--- config.mk ---
export PLATFORM = sky130hd
export DESIGN_NAME = seq_div_flat
export DESIGN_NICKNAME = d
export VERILOG_FILES = /design/src/rtl/seq_div_pkg.sv /design/src/rtl/seq_div_if.sv /design/src/rtl/seq_div_datapath.sv /design/src/rtl/seq_div.sv /design/src/flat_wrapper.sv
export SDC_FILE = /design/constraint.sdc
export NUM_CORES = 1
export LEC_CHECK = 0
export CORE_MARGIN = 8
export CORE_UTILIZATION = 35
export DETAILED_ROUTE_END_ITERATION = 12
export GPL_ROUTABILITY_DRIVEN = 0
export GPL_TIMING_DRIVEN = 0
export PLACE_DENSITY = 0.63
export SLEW_MARGIN = 20
export SYNTH_ARGS = -nofsm -noshare
export SYNTH_HDL_FRONTEND = slang
export SYNTH_SLANG_ARGS = --single-unit
--- constraint.sdc ---
create_clock -name clk -period 2.6 [get_ports clk]
set_clock_uncertainty 0.2 [all_clocks]
set_input_delay 0.26 -clock clk [delete_from_list [all_inputs] [get_ports clk]]
set_output_delay 0.26 -clock clk [all_outputs]
set_load 0.02 [all_outputs]
--- src/rtl/seq_div_pkg.sv ---
// Shared types and constants for the sequential repeated-subtraction divider.
package seq_div_pkg;
    localparam int WIDTH_DEF = 4;

    typedef enum logic [1:0] {
        S_IDLE = 2'd0,
        S_RUN  = 2'd1,
        S_DONE = 2'd2
    } state_t;
endpackage

--- src/rtl/seq_div_if.sv ---
// Request/result bundle of the divider: operands and start in, status and results out.
interface seq_div_if
    import seq_div_pkg::*;
#(
    parameter int WIDTH = WIDTH_DEF
);
    logic             start;
    logic [WIDTH-1:0] dividend;
    logic [WIDTH-1:0] divisor;
    logic             ready;
    logic             busy;
    logic             done;
    logic [WIDTH-1:0] quotient;
    logic [WIDTH-1:0] remainder;
    logic             div_zero;

    modport master (
        output start, dividend, divisor,
        input  ready, busy, done, quotient, remainder, div_zero
    );

    modport slave (
        input  start, dividend, divisor,
        output ready, busy, done, quotient, remainder, div_zero
    );
endinterface

--- src/rtl/seq_div_datapath.sv ---
// Remainder/divisor/quotient registers with the >= comparator and subtractor.
module seq_div_datapath #(
    parameter int WIDTH = 4
) (
    input  logic             clk,
    input  logic             clear,
    input  logic             load,
    input  logic             step,
    input  logic             set_zero,
    input  logic [WIDTH-1:0] dividend_i,
    input  logic [WIDTH-1:0] divisor_i,
    output logic             ge,
    output logic             dzero,
    output logic [WIDTH-1:0] quotient,
    output logic [WIDTH-1:0] remainder,
    output logic             div_zero
);
    localparam logic [WIDTH-1:0] ONE = WIDTH'(1);

    logic [WIDTH-1:0] rem_q, rem_d;
    logic [WIDTH-1:0] dvs_q, dvs_d;
    logic [WIDTH-1:0] quo_q, quo_d;
    logic             dz_q,  dz_d;

    assign ge    = (rem_q >= dvs_q);
    assign dzero = (dvs_q == '0);

    always_comb begin
        rem_d = rem_q;
        dvs_d = dvs_q;
        quo_d = quo_q;
        dz_d  = dz_q;
        if (load) begin
            rem_d = dividend_i;
            dvs_d = divisor_i;
            quo_d = '0;
            dz_d  = 1'b0;
        end else if (set_zero) begin
            quo_d = '1;
            dz_d  = 1'b1;
        end else if (step) begin
            // Only asserted when ge holds, so this never wraps.
            rem_d = rem_q - dvs_q;
            quo_d = quo_q + ONE;
        end
    end

    always_ff @(posedge clk or posedge clear) begin
        if (clear) begin
            rem_q <= '0;
            dvs_q <= '0;
            quo_q <= '0;
            dz_q  <= 1'b0;
        end else begin
            rem_q <= rem_d;
            dvs_q <= dvs_d;
            quo_q <= quo_d;
            dz_q  <= dz_d;
        end
    end

    assign quotient  = quo_q;
    assign remainder = rem_q;
    assign div_zero  = dz_q;
endmodule

--- src/rtl/seq_div.sv ---
// Sequential unsigned divider: control FSM steering one subtraction per clock.
module seq_div
    import seq_div_pkg::*;
#(
    parameter int WIDTH = WIDTH_DEF
) (
    input  logic     clk,
    input  logic     clear,
    seq_div_if.slave bus
);
    state_t state_q, state_d;
    logic   load, step, set_zero;
    logic   ge, dzero;

    always_ff @(posedge clk or posedge clear) begin
        if (clear) state_q <= S_IDLE;
        else       state_q <= state_d;
    end

    always_comb begin
        state_d  = state_q;
        load     = 1'b0;
        step     = 1'b0;
        set_zero = 1'b0;
        unique case (state_q)
            S_IDLE: begin
                if (bus.start) begin
                    load    = 1'b1;
                    state_d = S_RUN;
                end
            end
            S_RUN: begin
                // Zero divisor takes priority so it never loops forever.
                if (dzero) begin
                    set_zero = 1'b1;
                    state_d  = S_DONE;
                end else if (ge) begin
                    step = 1'b1;
                end else begin
                    state_d = S_DONE;
                end
            end
            S_DONE:  state_d = S_IDLE;
            default: state_d = S_IDLE;
        endcase
    end

    assign bus.ready = (state_q == S_IDLE);
    assign bus.busy  = (state_q == S_RUN);
    assign bus.done  = (state_q == S_DONE);

    seq_div_datapath #(.WIDTH(WIDTH)) u_dp (
        .clk        (clk),
        .clear      (clear),
        .load       (load),
        .step       (step),
        .set_zero   (set_zero),
        .dividend_i (bus.dividend),
        .divisor_i  (bus.divisor),
        .ge         (ge),
        .dzero      (dzero),
        .quotient   (bus.quotient),
        .remainder  (bus.remainder),
        .div_zero   (bus.div_zero)
    );
endmodule
--- src/flat_wrapper.sv ---
// flat-port wrapper written by rule: the top's interface ports become plain ports
module seq_div_flat import seq_div_pkg::*;
#(
    parameter int WIDTH = WIDTH_DEF
)
  (clk, clear, bus_start, bus_dividend, bus_divisor, bus_ready, bus_busy, bus_done, bus_quotient, bus_remainder, bus_div_zero);
  seq_div_if #(.WIDTH(WIDTH)) bus_i ();
  input  logic clk;
  input  logic clear;
  input wire logic [$bits(bus_i.start)-1:0] bus_start;
  input wire logic [$bits(bus_i.dividend)-1:0] bus_dividend;
  input wire logic [$bits(bus_i.divisor)-1:0] bus_divisor;
  output wire logic [$bits(bus_i.ready)-1:0] bus_ready;
  output wire logic [$bits(bus_i.busy)-1:0] bus_busy;
  output wire logic [$bits(bus_i.done)-1:0] bus_done;
  output wire logic [$bits(bus_i.quotient)-1:0] bus_quotient;
  output wire logic [$bits(bus_i.remainder)-1:0] bus_remainder;
  output wire logic [$bits(bus_i.div_zero)-1:0] bus_div_zero;
  assign bus_i.start = bus_start;
  assign bus_i.dividend = bus_dividend;
  assign bus_i.divisor = bus_divisor;
  assign bus_ready = bus_i.ready;
  assign bus_busy = bus_i.busy;
  assign bus_done = bus_i.done;
  assign bus_quotient = bus_i.quotient;
  assign bus_remainder = bus_i.remainder;
  assign bus_div_zero = bus_i.div_zero;
  seq_div #(.WIDTH(WIDTH)) u_core (.clk(clk), .clear(clear), .bus(bus_i));
endmodule
# Yosys cells after proc, flatten, opt, wreduce, memory -nomap -nowiden
# Index checks and enable logic that the tools add are counted.
# classes
addsub	2
magnitude_cmp	1
eq_ne	5
muxes	19
n_reduce_logical	7
# op_table
op	n
2-to-1 mux 4 bit	6
2-to-1 mux 1 bit	9
2-to-1 mux 2 bit	3
adder 4 x 1 -> 4 bit, second input constant	1
greater-or-equal comparator 4 bit	1
logical NOT 4 bit	1
case mux 2 bit (2 select lines)	1
AND reduction 2 bit	2
nonzero test 2 bit	2
subtractor 4 bit	1
inequality test 3 bit, second input constant	1
nonzero test 3 bit	1
== test 2 x 1 -> 1 bit, second input constant	1
== test 2 bit, second input constant	1
logical NOT 2 bit	1
inequality test 2 x 1 -> 1 bit, second input constant	1
inequality test 2 bit, second input constant	1
# word_totals
regBits	15
input_bits	11
out_inout_bits	12
elab_cells	39

# Longest topological paths before layout
# Gate-level depths: netlist of run 1.
# depth
depth_word	7
ltp_mapped	9

# Cells and area by module
# Synthesis of run 1 repeated with hierarchy kept, for this count alone.
# hier_totals
cells_unflattened	85
area_unflattened_um2	872.1
# by_module_without_submodules
module	instances	cells_per_inst	area_per_inst_um2	seq_area_each_um2
seq_div_datapath	1	71	755.7	325.3
seq_div	1	14	116.4	50.0

# Worst setup path after synthesis of run 1
# No wires, ideal clock.
# synth_path
path_kind	register -> register
from	register u_core.u_dp.rem_q[0] (netlist: u_core.u_dp.remainder[0])
to	register u_core.u_dp.rem_q[3] (netlist: u_core.u_dp.remainder[3])
setup_time_ps	124
arrival_ps	1855
setup_slack_ps	421
path_stages_with_launch	10
n_path_buf	0
period_less_slack_ps	2179
cell_sequence	dfrtp_1 -> inv_1 -> ha_1 -> inv_1 -> fa_1 -> a21oi_1 -> o21ai_4 -> nand2_4 -> nor3_2 -> a211o_1
# synth_between
elab_chain_cells	6
# synth_rtl
item	line	source
from (decl)	seq_div_datapath.sv:20	logic [WIDTH-1:0] rem_q, rem_d;
from (signal assigned)	seq_div_datapath.sv:55	rem_q <= rem_d;
greater-or-equal comparator 4 bit	seq_div_datapath.sv:25	assign ge = (rem_q >= dvs_q);
2-to-1 mux 1 bit	seq_div.sv:37	end else if (ge) begin
2-to-1 mux 1 bit	seq_div.sv:34	if (dzero) begin
2-to-1 mux 1 bit	seq_div.sv:25	unique case (state_q)
nonzero test 2 bit (no source line)	--	
AND reduction 2 bit (no source line)	--	
# Several ways; a longest one is shown, not always the timed one. The select of a mux whose other input is x is not followed.
# A chain may end at the register's enable or synchronous reset.

# Worst setup path after layout of run 1
# layout_path
from	register u_core.u_dp.dvs_q[0]
to	register u_core.u_dp.rem_q[3] (netlist: u_core.u_dp.remainder[3])
# layout_between
elab_chain_cells	6
# layout_rtl
item	line	source
from (decl)	seq_div_datapath.sv:21	logic [WIDTH-1:0] dvs_q, dvs_d;
from (signal assigned)	seq_div_datapath.sv:56	dvs_q <= dvs_d;
greater-or-equal comparator 4 bit	seq_div_datapath.sv:25	
2-to-1 mux 1 bit	seq_div.sv:37	
2-to-1 mux 1 bit	seq_div.sv:34	
2-to-1 mux 1 bit	seq_div.sv:25	
nonzero test 2 bit (no source line)	--	
AND reduction 2 bit (no source line)	--	
# Several ways; a longest one is shown, not always the timed one. The select of a mux whose other input is x is not followed.

==> run metrics, run 1 <==
ANT nets after route=0; RSZ-0062 raised after global routing=false; Cell Chain, Critical Path=ha_1 > inv_1 > fa_1 > a21oi_1 > o21ai_4 > nand2_4 > nor3_2 > a211o_1; worst slack at placement=344.5 ps; Final HPWL DP=~1.5 mm; IO Count=23; nets=132; Syn Area/Cell=slightly below 10 um^2; Starting Density=35.80%; setup TNS=0 ps; Synth Cell Area=~850 um^2; global-route wire length before repair=3.070 mm; Max Clk Rate=roughly 450 MHz; Layout area overhead=33.24%; Die Height=about 65 um; Final min period=~2200 ps; drt via density=a little under 5; compound-cell area share of the yosys netlist=~14%; Die Span X=approximately 65 um; Lkg Pwr=~0.53 nW; pin count of the biggest net entering global routing=16; YS warnings=0; Rows=18; core area=2387 um^2; worst r2r src=u_core.u_dp.dvs_q[0]$_DFFE_PP0P_; post-route setup slack=approximately 370 ps; most frequent cells in the layout=22 x clkdlybuf4s50_1, 17 x nand2_1, 15 x dfrtp_1; antenna violations before repair=0; Worst EP arrival=2200 ps; WL final=~1.8 mm; critical path data required time=~2600 ps; Mapped Cells=around 90; CP Launch Type=flop; gr ovfl total=0; CTS tree=yes; HP Class=in2async; Max IR drop VDD=between 0.7 and 0.8 mV; post-synthesis net count=~110; Layout Cells excl Fill=144; CTS buffer count=3; wire length per cell=roughly 13 um; clk_lat worst skew=roughly 270 ps; crit end category=flop; PD cells=around 1400 nW/um^2; CTS clock-pin slew for the worst setup and hold paths=about 90 ps; die area=4278 um^2; Worst path slowest cell=dfrtp_1; post-layout instance area=roughly 1100 um^2; status=completed; FILL cells=around 260; worst-case reg-to-reg path depth=8; Hold Buf Count CTS=0; clock sinks=15; Crit path largest cell delay=440 ps; CP Buf/Inv Count=1; area of placed instances=between 1000 and 1500 um^2; post-synthesis mux area share=1.171%; CTS resizes=0; maximum net fanout on the critical path=10; Tot GR Track Use=a little under a tenth; main combinational cell family by area after synthesis=simple AND/OR/NAND/NOR gates; register bit total from synthesis=15; H-tree depth=1; vias in the first global route=between 600 and 700; CP delay by family, top=compound AO/OA/AOI/OAI gates; share of layout cells above drive strength 1=approximately 9.6%; Worst-Margin Slew=roughly 600 ps; Inst Count DP=140; initial DRC count=8; # Max-Cap Violations=0; DRC violations left=0; most common cell after layout, fill and taps aside=clkdlybuf4s50_1; number of antenna diodes=0; Pins Over Slew Limit=0; clk root buf=clkbuf_4; IO buf count=22; adder-cell share of the synthesized area=approximately 9.7%; Slew headroom=roughly three fifths; worst reg2reg path endpoint=u_core.u_dp.remainder[3]$_DFFE_PP0P_; WS Path Type=reg2reg; via count=slightly above 700; Final Hold Viols=0; final clock period utilization by the worst path=85.78%; Post-Synth Simple-Gate Area=approximately a quarter; # Post-CTS Setup Buffers=0; Bufs on Longest Clock Path=2; drt pass-1 iters=4; synth unique cells=29; R2R Setup Slk=370 ps; Seq/Total Area, Yosys=between 40% and 50%; xor/xnor cell area share of the yosys netlist=approximately 2.0%; setup violators final=0
[cells by family after synthesis]
family	count (synthesis)
AOI/OAI and AO/OA	17
muxes	1
and+or+nand+nor	39
xor gates and xnor gates	2
adders and majority gates	6
buffers and inverters	8
DFF	15
[flip-flops by register name, summed over array words and instances (netlist names)]
name                   count
u_core.u_dp.dvs_q          4
u_core.u_dp.div_zero       1
u_core.state_q             2
u_core.u_dp.remainder      4
u_core.u_dp.quotient       4
[cell usage after synthesis]
master     n  share of area, %
nand2_1   17               7.5
dfrtp_1   15                44
inv_1      7               3.1
nand3_1    7               4.1
ha_1       5               7.3
a21oi_1    4               2.3
o21ai_0    4               2.3
nor2_1     3               1.3
o21a_1     3               2.6
and3_1     2               1.5
o211ai_1   2               1.8
xnor2_1    2               2.1
a211o_1    1               1.0
a21o_1     1              0.88
a41oi_1    1               1.0
and2_0     1              0.73
and2_4     1               1.0
and2b_1    1              0.88
buf_2      1              0.59
fa_1       1               2.3
mux2i_1    1               1.2
nand2_4    1               1.3
nand2b_4   1               1.6
nor2_2     1              0.73
nor2b_1    1              0.73
nor3_1     1              0.59
nor3_2     1               1.2
nor4_4     1               2.5
o21ai_4    1               1.9
[routing by layer]
metal,vias up,track usage (%),part of all wire [%]
met1,330,11.20,46
met4,0,4.905,1.7
met3,2,3.061,6.9
met2,18,13.78,45
met5,-,0,0
li1,358,-,-
[worst max-delay path by stage]
stage / depth (start not counted) / slack (ps) / from / end
after detailed placement: 8 / 340 / u_core.u_dp.dvs_q[0]$_DFFE_PP0P_ / u_core.u_dp.remainder[3]$_DFFE_PP0P_
after global routing: 9 / 240 / u_core.u_dp.remainder[0]$_DFFE_PP0P_ / u_core.u_dp.remainder[3]$_DFFE_PP0P_
after global placement: 8 / 370 / u_core.u_dp.dvs_q[0]$_DFFE_PP0P_ / u_core.u_dp.remainder[3]$_DFFE_PP0P_
after floorplan: 9 / 420 / u_core.u_dp.remainder[0]$_DFFE_PP0P_ / u_core.u_dp.remainder[3]$_DFFE_PP0P_
final: 8 / 370 / u_core.u_dp.dvs_q[0]$_DFFE_PP0P_ / u_core.u_dp.remainder[3]$_DFFE_PP0P_
after CTS: 8 / 350 / u_core.u_dp.dvs_q[0]$_DFFE_PP0P_ / u_core.u_dp.remainder[3]$_DFFE_PP0P_
[layout make-up]
class                   instances  area [um^2]  share of cell area [%]
plain buffers                   1        5.005                  0.4396
clock buffers                   4        26.28                   2.308
inverters                       7        26.28                   2.308
multi-input cells              65        447.9                   39.34
flip-flops and latches         15        375.4                   32.97
well taps                      30        37.54                   3.297
repair buffers                 22        220.2                   19.34
[metrics by stage]
step | hold slack [ps] | power [W] | utilization (%)
6_report | 145.1 | 0.001556 | 47.69
5_1_grt | 200.9 | 0.001702 | 47.69
4_1_cts | 153.3 | 0.001584 | 47.69
3_5_place_dp | 275.2 | 0.001447 | 46.59
3_3_place_gp | 269.3 | 0.001429 | 46.59
2_1_floorplan | -38.52 | 0.001135 | -
[power breakdown]
part	internal (W)	switching [W]
combinational	0.000456	0.000528
sequential	0.000343	0.0000999
clock	0.0000594	0.0000693
total	0.000859	0.000697
Power figures use the tool's default switching activity.
==> run 2, diff against run 1 <==
==> constraint.sdc (replaced) <==
create_clock -name clk -period 2.55 [get_ports clk]
set_clock_uncertainty 0.2 [all_clocks]
set_input_delay 0.255 -clock clk [delete_from_list [all_inputs] [get_ports clk]]
set_output_delay 0.255 -clock clk [all_outputs]
set_load 0.02 [all_outputs]
==> results of run 2 <==
The final DEF is identical to that of run 1. Status: completed.
Among the figures that moved: setup slack after placement 344.5 ps -> 294.5 ps; setup slack after layout 369.7 ps -> 319.7 ps; hold slack 145.1 ps -> 140.1 ps; register-to-register setup slack 370 ps -> 320 ps; total power 0.001556 W -> 0.001586 W; worst IR drop on VDD 0.7769 mV -> 0.7921 mV
==> run 3, diff against run 2 <==
--- a/config.mk
+++ b/config.mk
@@ -5,12 +5,13 @@
 export SDC_FILE = /design/constraint.sdc
 export NUM_CORES = 1
 export LEC_CHECK = 0
+export ABC_AREA = 1
 export CORE_MARGIN = 8
 export CORE_UTILIZATION = 35
 export DETAILED_ROUTE_END_ITERATION = 12
 export GPL_ROUTABILITY_DRIVEN = 0
 export GPL_TIMING_DRIVEN = 0
-export PLACE_DENSITY = 0.63
+export PLACE_DENSITY = 0.62
 export SLEW_MARGIN = 20
 export SYNTH_ARGS = -nofsm -noshare
 export SYNTH_HDL_FRONTEND = slang
==> run metrics, run 3 <==
status=completed; Slew headroom=59.78% (+0.12 points); R2R Setup Slk=between 500 and 600 ps; clock sinks=15 (unchanged); H-tree depth=1 (unchanged); final core occ=48.13% (+0.44 points); HP Class=in2async; # Max-Cap Violations=0 (unchanged); Syn Area/Cell=8.172 um^2 (-16%); nets=155 (+17%); Bufs on Longest Clock Path=2 (unchanged); clk_lat worst skew=290 ps (+20 ps); IO Count=23 (unchanged); Worst EP arrival=1990 ps (-210 ps); RSZ-0062 raised after global routing=false; clk root buf=clkbuf_4; PD cells=between 1000 and 1500 nW/um^2; CTS resizes=0 (unchanged); asr flop ratio synth=100.0% (unchanged); Mapped Cells=111 (+26%); most frequent cells in the layout=34 x nand2_1, 22 x clkdlybuf4s50_1, 15 x dfrtp_1; drt pass-1 iters=4 (unchanged); synth top area cells=dfrtp_1 41%, nand2_1 14%, ha_1 6.9%; main combinational cell family by area after synthesis=simple AND/OR/NAND/NOR gates; Seq/Total Area, Yosys=41.38% (-2.5 points); WS Path Type=reg2reg; Synth Cell Area=907.1 um^2 (+6.1%); Final HPWL DP=1.563 mm (+7.4%); multi-input logic area=465.4 um^2 (+3.9%); post-synth top area share=41.38% (-2.5 points); Worst-Margin Slew=602.6 ps (-1.737 ps); Layout area overhead=31.45%; setup TNS=0 ps (unchanged); Die Span X=66.91 um (+2.3%); global-route wire length before repair=3.615 mm (+18%); Rows=18 (unchanged); Lkg Pwr=0.5929 nW (+11%); FILL cells=254 (-2.7%); compound-cell area share of the yosys netlist=7.862% (-6.0 points); core area=2477 um^2 (+3.8%); most frequent cell after synthesis=nand2_1; IO buf count=22 (unchanged); maximum net fanout on the critical path=10 (unchanged); initial DRC count=9 (+1); Pins Over Slew Limit=0 (unchanged); Max Clk Rate=497.3 MHz (+11%); Starting Density=36.62% (+0.82 points); worst r2r src=u_core.u_dp.remainder[0]$_DFFE_PP0P_; most common cell after layout, fill and taps aside=nand2_1; YS warnings=0 (unchanged); via count=802 (+13%); final clock period utilization by the worst path=approximately four fifths; critical path data required time=2530 ps; Post-synth top cells=34 x nand2_1, 15 x dfrtp_1, 11 x inv_1, 11 x nand3_1; Hold Buf Count CTS=0 (unchanged); post-synthesis net count=128 (+22%); register bit total from synthesis=15 (unchanged); share of layout cells above drive strength 1=12.41% (+2.8 points); number of antenna diodes=0 (unchanged); worst reg2reg path endpoint=u_core.u_dp.remainder[0]$_DFFE_PP0P_; drt via density=4.802 (-2.3%); synth unique cells=22 (-24%); DRC violations left=0 (unchanged); leading area contributor after synthesis=dfrtp_1; Post-Synth Simple-Gate Area=32.41% (+6.8 points); antenna violations before repair=0 (unchanged); vias in the first global route=827 (+21%); CTS clock-pin slew for the worst setup and hold paths=100 ps (about the same); WL final=2.082 mm (+13%); pin count of the biggest net entering global routing=16 (unchanged); CTS tree=yes; gr ovfl total=0 (unchanged); adder-cell share of the synthesized area=9.103% (-0.56 points); worst-case reg-to-reg path depth=12 (+4); xor/xnor cell area share of the yosys netlist=1.931% (-0.12 points); Max IR drop VDD=a little under 0.7 mV; CP Launch Type=flop; wire length per cell=12.47 um (-2.9%); number of synthesized flops with an enable pin=0 (unchanged); Final min period=slightly above 2000 ps; # Post-CTS Setup Buffers=0 (unchanged); Most used DFF post-synth=dfrtp_1; Final Hold Viols=0 (unchanged); CTS buffer count=3 (unchanged); FF/Latch Area=375.4 um^2 (unchanged); die area=4477 um^2 (+4.6%); Tot GR Track Use=10.34% (+1.2 points); crit end category=flop; post-synthesis mux area share=0% (-1.2 points); Die Height=66.91 um (+2.3%); ANT nets after route=0 (unchanged); setup violators final=0 (unchanged)
## run 3: report_power, final
group	internal, W	switching (W)
clock	0.0000583	0.0000819
sequential	0.000346	0.000102
combinational	0.000443	0.000613
## run 3: metal layers
metal / GRT usage, % / wire, um / vias to the layer above
met2: 17.56 / 1064 / 15
met1: 12.11 / 890 / 370
met4: 5.483 / 48 / 0
li1: - / - / 412
met3: 1.678 / 78 / 5
met5: 0 / 0 / -
## run 3: worst max-delay path by stage
stage | start | endpoint | slack [ps] | cells past startpoint
after detailed placement | u_core.u_dp.remainder[0]$_DFFE_PP0P_ | u_core.u_dp.remainder[3]$_DFFE_PP0P_ | 550 | 12
final | u_core.u_dp.remainder[0]$_DFFE_PP0P_ | u_core.u_dp.remainder[0]$_DFFE_PP0P_ | 540 | 12
after global routing | u_core.u_dp.remainder[0]$_DFFE_PP0P_ | u_core.u_dp.remainder[0]$_DFFE_PP0P_ | 380 | 12
after global placement | u_core.u_dp.remainder[0]$_DFFE_PP0P_ | u_core.u_dp.remainder[3]$_DFFE_PP0P_ | 560 | 12
after floorplan | u_core.u_dp.remainder[0]$_DFFE_PP0P_ | u_core.u_dp.remainder[0]$_DFFE_PP0P_ | 600 | 12
after CTS | u_core.u_dp.remainder[0]$_DFFE_PP0P_ | u_core.u_dp.remainder[0]$_DFFE_PP0P_ | 530 | 12
## run 3: logic make-up (layout without fill, tap and decap cells)
group | count (synthesis) | count (layout)
adders and majority gates | 6 | 6
and+or+nand+nor | 61 | 61
buffers and inverters | 15 | 41
AOI/OAI and AO/OA | 12 | 12
DFF | 15 | 15
xor gates and xnor gates | 2 | 2
## run 3: stage by stage
| step | setup slack, ps | power, W | cell area [um^2] | std cells | hold slack (ps) |
|---|---|---|---|---|---|
| finish | 539.0 | 0.001644 | 1192 | 167 | 125.7 |
| global route | 383.9 | 0.001821 | 1192 | 167 | 181.9 |
| CTS | 526.5 | 0.001667 | 1192 | 167 | 143.6 |
| detailed placement | 548.8 | 0.001509 | 1165 | 163 | 269.4 |
| global placement | 563.1 | 0.001490 | 1165 | 163 | 267.0 |
| floorplan | 605.0 | 0.001182 | 907.1 | 111 | -43.52 |
## run 3: cell type report
cell class / count / share of cell area, %
multi-input cells: 81 / 39.03
flip-flops and latches: 15 / 31.48
repair buffers: 22 / 18.47
inverters: 13 / 4.197
well taps: 30 / 3.148
clock buffers: 3 / 1.889
plain buffers: 2 / 1.364
clock inverters: 1 / 0.4197
## run 3: worst max-delay path, stage by stage (launching register included)
cell,delay (ps)
dfrtp_1,390
inv_1,70
ha_1,140
inv_1,60
fa_1,400
inv_1,70
nand2_1,50
nand2_1,60
nand2_2,80
nand2_4,140
nand2_2,120
nand2_1,80
o21ai_1,60
